### src/rtl/scan_mux.sv
// Channel selector with a manual mode and a round-robin scan mode.
// Outputs are registered one cycle after the select decision.
module scan_mux #(
  parameter int unsigned WIDTH    = 1,
  parameter int unsigned CHANNELS = 4,
  parameter int unsigned DWELL    = 4,
  localparam int unsigned SEL_W   = (CHANNELS > 1) ? $clog2(CHANNELS) : 1
) (
  input  logic                        clk,
  input  logic                        reset,
  input  logic [CHANNELS*WIDTH-1:0]   data_in,
  input  logic [SEL_W-1:0]            sel,
  input  logic                        mode,
  input  logic                        hold,
  output logic [WIDTH-1:0]            out,
  output logic [SEL_W-1:0]            out_ch,
  output logic                        out_valid,
  output logic                        wrap
);

  localparam int unsigned DC_W   = (DWELL > 1) ? $clog2(DWELL) : 1;
  localparam int unsigned LEAVES = 1 << SEL_W;

  typedef enum logic {
    ST_MAN  = 1'b0,
    ST_SCAN = 1'b1
  } state_e;

  state_e            state_q, state_d;
  logic [SEL_W-1:0]  cur_ch_q, cur_ch_d;
  logic [DC_W-1:0]   dcnt_q, dcnt_d;
  logic              wrap_pend_q, wrap_pend_d;
  logic [WIDTH-1:0]  out_q, out_d;
  logic [SEL_W-1:0]  out_ch_q, out_ch_d;
  logic              out_valid_q, out_valid_d;
  logic              wrap_q, wrap_d;

  logic [SEL_W-1:0]  mux_sel;
  logic [WIDTH-1:0]  mux_out;
  logic              scan_active;
  logic [SEL_W-1:0]  scan_ch;
  logic [DC_W-1:0]   scan_dcnt;
  logic              scan_pend;
  logic              sel_in_range;

  // Binary select tree: level 0 is the root, level SEL_W holds the padded channel leaves.
  for (genvar l = 0; l <= SEL_W; l++) begin : g_lvl
    logic [WIDTH-1:0] node [1 << l];
    if (l == SEL_W) begin : g_leaf
      for (genvar k = 0; k < (1 << l); k++) begin : g_k
        if (k < CHANNELS) begin : g_real
          assign node[k] = data_in[k*WIDTH +: WIDTH];
        end else begin : g_pad
          assign node[k] = '0;
        end
      end
    end else begin : g_mux
      for (genvar k = 0; k < (1 << l); k++) begin : g_k
        assign node[k] = mux_sel[SEL_W-1-l] ? g_lvl[l+1].node[2*k+1] : g_lvl[l+1].node[2*k];
      end
    end
  end

  assign mux_out = g_lvl[0].node[0];

  // Entering scan from manual behaves as if the counters were freshly cleared.
  always_comb begin
    scan_active  = (state_q == ST_SCAN);
    scan_ch      = scan_active ? cur_ch_q : '0;
    scan_dcnt    = scan_active ? dcnt_q : '0;
    scan_pend    = scan_active & wrap_pend_q;
    sel_in_range = ({1'b0, sel} < (SEL_W+1)'(CHANNELS));
  end

  always_comb begin
    state_d     = mode ? ST_SCAN : ST_MAN;
    cur_ch_d    = cur_ch_q;
    dcnt_d      = dcnt_q;
    wrap_pend_d = 1'b0;
    mux_sel     = sel;
    out_ch_d    = sel;
    out_valid_d = sel_in_range;
    wrap_d      = 1'b0;

    if (mode) begin
      mux_sel     = scan_ch;
      out_ch_d    = scan_ch;
      out_valid_d = 1'b1;
      wrap_d      = scan_pend;
      cur_ch_d    = scan_ch;
      dcnt_d      = scan_dcnt;
      if (!hold) begin
        if (scan_dcnt == DC_W'(DWELL - 1)) begin
          dcnt_d = '0;
          if (scan_ch == SEL_W'(CHANNELS - 1)) begin
            cur_ch_d    = '0;
            wrap_pend_d = 1'b1;
          end else begin
            cur_ch_d = scan_ch + SEL_W'(1);
          end
        end else begin
          dcnt_d = scan_dcnt + DC_W'(1);
        end
      end
    end

    out_d = mux_out;
  end

  always_ff @(posedge clk) begin
    if (reset) begin
      state_q     <= ST_MAN;
      cur_ch_q    <= '0;
      dcnt_q      <= '0;
      wrap_pend_q <= 1'b0;
      out_q       <= '0;
      out_ch_q    <= '0;
      out_valid_q <= 1'b0;
      wrap_q      <= 1'b0;
    end else begin
      state_q     <= state_d;
      cur_ch_q    <= cur_ch_d;
      dcnt_q      <= dcnt_d;
      wrap_pend_q <= wrap_pend_d;
      out_q       <= out_d;
      out_ch_q    <= out_ch_d;
      out_valid_q <= out_valid_d;
      wrap_q      <= wrap_d;
    end
  end

  assign out       = out_q;
  assign out_ch    = out_ch_q;
  assign out_valid = out_valid_q;
  assign wrap      = wrap_q;

endmodule

### config.mk
export PLATFORM = sky130hd
export DESIGN_NAME = scan_mux
export DESIGN_NICKNAME = d
export VERILOG_FILES = /design/src/rtl/scan_mux.sv
export SDC_FILE = /design/constraint.sdc
export NUM_CORES = 1
export LEC_CHECK = 0
export CORE_AREA = 10 10 47 49
export DETAILED_ROUTE_END_ITERATION = 8
export DIE_AREA = 0 0 57 59
export GPL_TIMING_DRIVEN = 0
export PLACE_DENSITY = 0.67
export REMOVE_ABC_BUFFERS = 1
export SLEW_MARGIN = 20
export SYNTH_ARGS = -nofsm -noshare
export SYNTH_HDL_FRONTEND = slang
export SYNTH_SLANG_ARGS = --single-unit
### constraint.sdc
create_clock -name clk -period 4 [get_ports clk]
set_input_delay 0.8 -clock clk [delete_from_list [all_inputs] [get_ports clk]]
set_output_delay 0.8 -clock clk [all_outputs]
set_load 0.05 [all_outputs]
# Yosys cells after proc, flatten, opt, wreduce, memory -nomap -nowiden
# Index checks and enable logic that the tools add are counted.
dict set report classes {
  mux 14
  reduce_logical 2
  addsub 2
  bitwise 3
  n_eq_ne 2
}
# operator n
set ops {}
lappend ops {{two-way mux 2 bit} 8}
lappend ops {{two-way mux 1 bit} 6}
lappend ops {{adder 2 x 1 -> 2 bit (second input constant)} 2}
lappend ops {{equality test 2 bit (second input constant)} 2}
lappend ops {{OR reduction 4 bit} 1}
lappend ops {{inverter 1 bit} 2}
lappend ops {{OR reduction 2 bit} 1}
lappend ops {{AND 1 bit} 1}
dict set report word_totals {
  out_inout_bits 5
  ff_bits 11
  in_bits 10
  word_cells 31
}

# Longest topological paths before layout
dict set report depth {
  word_depth 5
  mapped_depth 7
  ltp_nobuf 6
}

# Worst setup path after synthesis
# No wires, ideal clock.
dict set report synth_timing {
  path_kind {input port to flip-flop}
  startpoint {input port mode}
  endpoint {register out_q (netlist: out)}
  required_time_ps 3861
  stages 4
  arrival_ps 1410
  path_slack_ps 2451
  path_cell_list {nand2b_2 and3_4 a211oi_2 a311oi_2}
}
dict set report synth_between {
  elab_chain_cells 3
  word_cells_on_any_way 4
  cone_classes {mux (4)}
}
# item line
set synth_lines {}
lappend synth_lines {{start: declaration} 13} ;# input logic mode,
lappend synth_lines {{two-way mux 2 bit (*)} 85} ;# if (mode) begin
lappend synth_lines {{two-way mux 1 bit} 59} ;# assign node[k] = mux_sel[SEL_W-1-l] ? g_lvl[l+1].node[2*k+1] : g_lvl[l+1].node[2*k];
lappend synth_lines {{two-way mux 1 bit (*)} 59}
lappend synth_lines {{end signal: assignment} 125} ;# out_q <= out_d;
lappend synth_lines {{end: declaration} 33} ;# logic [WIDTH-1:0] out_q, out_d;
# Mark *: on every way between the ends. The rest lies on a longest branch, timed or not.
# A chain may end at the register's enable or synchronous reset.

# Worst setup path after layout
dict set report layout_timing {
  startpoint {register out_valid_q (netlist: out_valid)}
  endpoint {output port out_valid}
}
# item line
set layout_rtl {}
lappend layout_rtl {{start: declaration} 35} ;# logic out_valid_q, out_valid_d;
lappend layout_rtl {{start signal: assignment} 127} ;# out_valid_q <= out_valid_d;
lappend layout_rtl {{end: declaration} 17} ;# output logic out_valid,
# No word-level cell between the ends.

==> flow_summary_export.csv <==
group,metric,value,unit
status,status,"finished clean",
yosys,netlist.area_leader.share,0.4346,
yosys,synth_top_family_by_area,"simple AND/OR/NAND/NOR gates",
yosys,postSynthAreaPerCell,9.384,um^2
die,num_rows,14,
sta,final.setup.worst_slack,1.826,ns
power_and_ir_drop,p_per_area,338.8,nW/um^2
global_routing,grt_overflow_total,0,
yosys,ys_types,24,
setup_path,critical-path-top-delay-family,"buffers and inverters",
cts,cts_root_buf,"clkbuf_4",
detailed_routing,route.detailed.drc,0,
setup_path,worst_path_max_delay_cell,"clkdlybuf4s50_1",
detailed_routing,viasPerCell,4.812,
detailed_routing,first_pass_iters,2,
cells_and_area,final_cells,85,
placed_design,hpwl,752.8,um
cts,cts.sinks,11,
min_path,hold_path_depth,1,
cells_and_area,fillers,140,
cts,clockBufferDepth,2,
sta,timing.final.crit_share,0.5436,
detailed_routing,first_iter_violations,1,
global_routing,antenna_found_initial,0,
cts,clk_latency,0.26,ns
placed_design,preCtsSetupSlack,1.622,ns
cts,post_cts_buffers,0,
detailed_routing,num_vias,409,
sta,hold_viol,0,
sta,worst_pin_slew,0.5028,ns
yosys,synthTopCellsByCount,"dfxtp_1, nor2_1, nand2_1, inv_1, nor2b_1",
setup_path,r2r_cells,6,
yosys,synthArstFlopShare,0,
die,pin_count,15,
sta,setup_viol,0,
placed_design,place_congestion,0.7139,
sta,max_slew_margin,0.6638,
min_path,hold_class,"register to register",
power_and_ir_drop,fin_total_pwr,0.0002259,W
setup_path,worst-endpoint-required,3.20,ns
yosys,synth_edf_count,0,
die,dieArea,3363,um^2
cells_and_area,final_layout_size_suffix_gt1_frac,0.1304,
cells_and_area,n_antenna_cell,0,
sta,setup_tns,0,ns
yosys,syn_inst,54,
yosys,ys_seq_area_frac,0.4346,
yosys,muxShareOfSynthArea,0,
yosys,synth-simple-area-share,0.2840,
die,die_h,59,um
cts,htree_levels,1,
yosys,synth_most_common_cell,"dfxtp_1",
die,start_util,0.3616,
global_routing,grtUsageTotal,0.06171,
yosys,ys.warnings.count,0,
cts,cts_buffers,3,
die,die_w,57,um
sta,rsz0062_at_grt,"false",
setup_path,crit_buf_inv,1,
sta,slew_violations,0,
yosys,yosys.area_share.xor_xnor,0,
setup_path,rr_endpoint,"cur_ch_q[0]$_SDFFE_PP0P_",
yosys,synthAdderAreaFrac,0.02469,
detailed_routing,wl_per_cell,11.60,um
global_routing,grt_pass1_vias,399,
cts,cts_tree,"built",
placed_design,post-place-cells,81,
cts,clk_pin_slew_worst_paths,0.07,ns
cts,cts_resized,0,
setup_path,cp-start-kind,"register",
yosys,syn-cell-area,506.7,um^2
yosys,synth_top_area_cell,"dfxtp_1",
sta,fmax,459.9,MHz
setup_path,path_max_fanout,1,
cells_and_area,syn_to_final_growth,31.61,%
detailed_routing,wl,986,um
die,core,1401,um^2
cells_and_area,layout.nets,81,
setup_path,critPathMaxStageDelay,0.80,ns
sta,fin_worst_skew,0.001929,ns
min_path,hold_path_startpoint,"wrap_pend_q$_SDFF_PP0_",
cts,hold_buffers,0,
setup_path,worstPathCellList,"clkdlybuf4s50_1",
power_and_ir_drop,ir_worst_vdd,168.7,uV
setup_path,arrival,1.37,ns
setup_path,path_class,"register to output pin",
yosys,ys_seq_elements,11,
yosys,synth_compound_area_frac,0.1827,
setup_path,rr_startpoint,"scan_active$_SDFF_PP0_",
sta,whs,0.4655,ns
flow_run,maxCapViolCount,0,
global_routing,grt_pass1_wl,1.621,mm
yosys,ys.flop_type,"dfxtp_1",
min_path,holdPathEnd,"wrap$_SDFF_PP0_",
sta,period_minus_slack,2.174,ns
power_and_ir_drop,p_leak,0.2515,nW
setup_path,critPathCaptureType,"output pin",
setup_path,regToRegSetupSlack,2.48,ns
detailed_routing,drtAntennaViolNets,0,
yosys,synth.area.top_cells,"dfxtp_1, buf_6, nor2_1, nand2_1, nor2b_1",
placed_design,portBuffers,14,
global_routing,grt_max_degree,13,
[registers in the layout, indices dropped and copies added, names as in the netlist]
signal and cells:
out_valid 1, wrap 1, dcnt_q 2, out_ch 2, cur_ch_q 2, scan_active 1, out 1, wrap_pend_q 1
[stage by stage]
stage | instance area (um^2) | util
6_report | 666.9 | 0.4759
3_3_place_gp | 640.6 | 0.4571
5_1_grt | 666.9 | 0.4759
3_5_place_dp | 640.6 | 0.4571
4_1_cts | 666.9 | 0.4759
2_1_floorplan | 480.5 | -
[metal layers]
layer	global-route usage	vias up	wire [um]
met5	0	-	0
met4	0.05034	0	12
met3	0.03433	2	101
met2	0.07907	13	373
met1	0.07238	176	499
li1	-	218	-
[cell families after synthesis]
family	after synthesis
adders and majority gates	1
DFF	11
AOI/OAI and AO/OA	11
and+or+nand+nor	25
buffers and inverters	6
[cells in the final DEF, fill, tap and decap left out, types with 2 or more instances in the layout]
| cell type | count |
|---|---|
| clkdlybuf4s50_1 | 14 |
| dfxtp_1 | 11 |
| nor2_1 | 6 |
| nand2_1 | 5 |
| inv_1 | 3 |
| nor2b_1 | 3 |
| clkbuf_4 | 3 |
| and2_1 | 2 |
| a21oi_1 | 2 |
| nor3_1 | 2 |
| o21ai_0 | 2 |
| a32oi_1 | 2 |
| nand3_1 | 2 |
[area by class of cell]
type	instances	area, um^2	share of cell area
multi-input cells	37	249.0	0.3734
inverters	3	11.26	0.01689
well taps	16	20.02	0.03002
flip-flops and latches	11	220.2	0.3302
repair buffers	14	140.1	0.2101
clock buffers	4	26.28	0.03940
[worst max path at each step]
stage	endpoint	cells past startpoint	startpoint	slack, ns
4_1_cts	out_valid	1	out_valid$_DFF_P_	1.81
3_3_place_gp	out$_SDFF_PP0_	5	mode	1.65
3_5_place_dp	out$_SDFF_PP0_	5	mode	1.62
5_1_grt	out	1	out$_SDFF_PP0_	1.79
2_1_floorplan	out$_SDFF_PP0_	4	mode	2.45
6_report	out_valid	1	out_valid$_DFF_P_	1.83
[power by group]
part           switching (W)  internal, W  leakage (nW)
Sequential        0.00000247     0.000113        0.0901
Clock              0.0000364    0.0000386        0.0150
Combinational      0.0000186    0.0000169         0.146
Total              0.0000575     0.000168         0.251
Note: power is estimated with default switching activity, not from simulation.
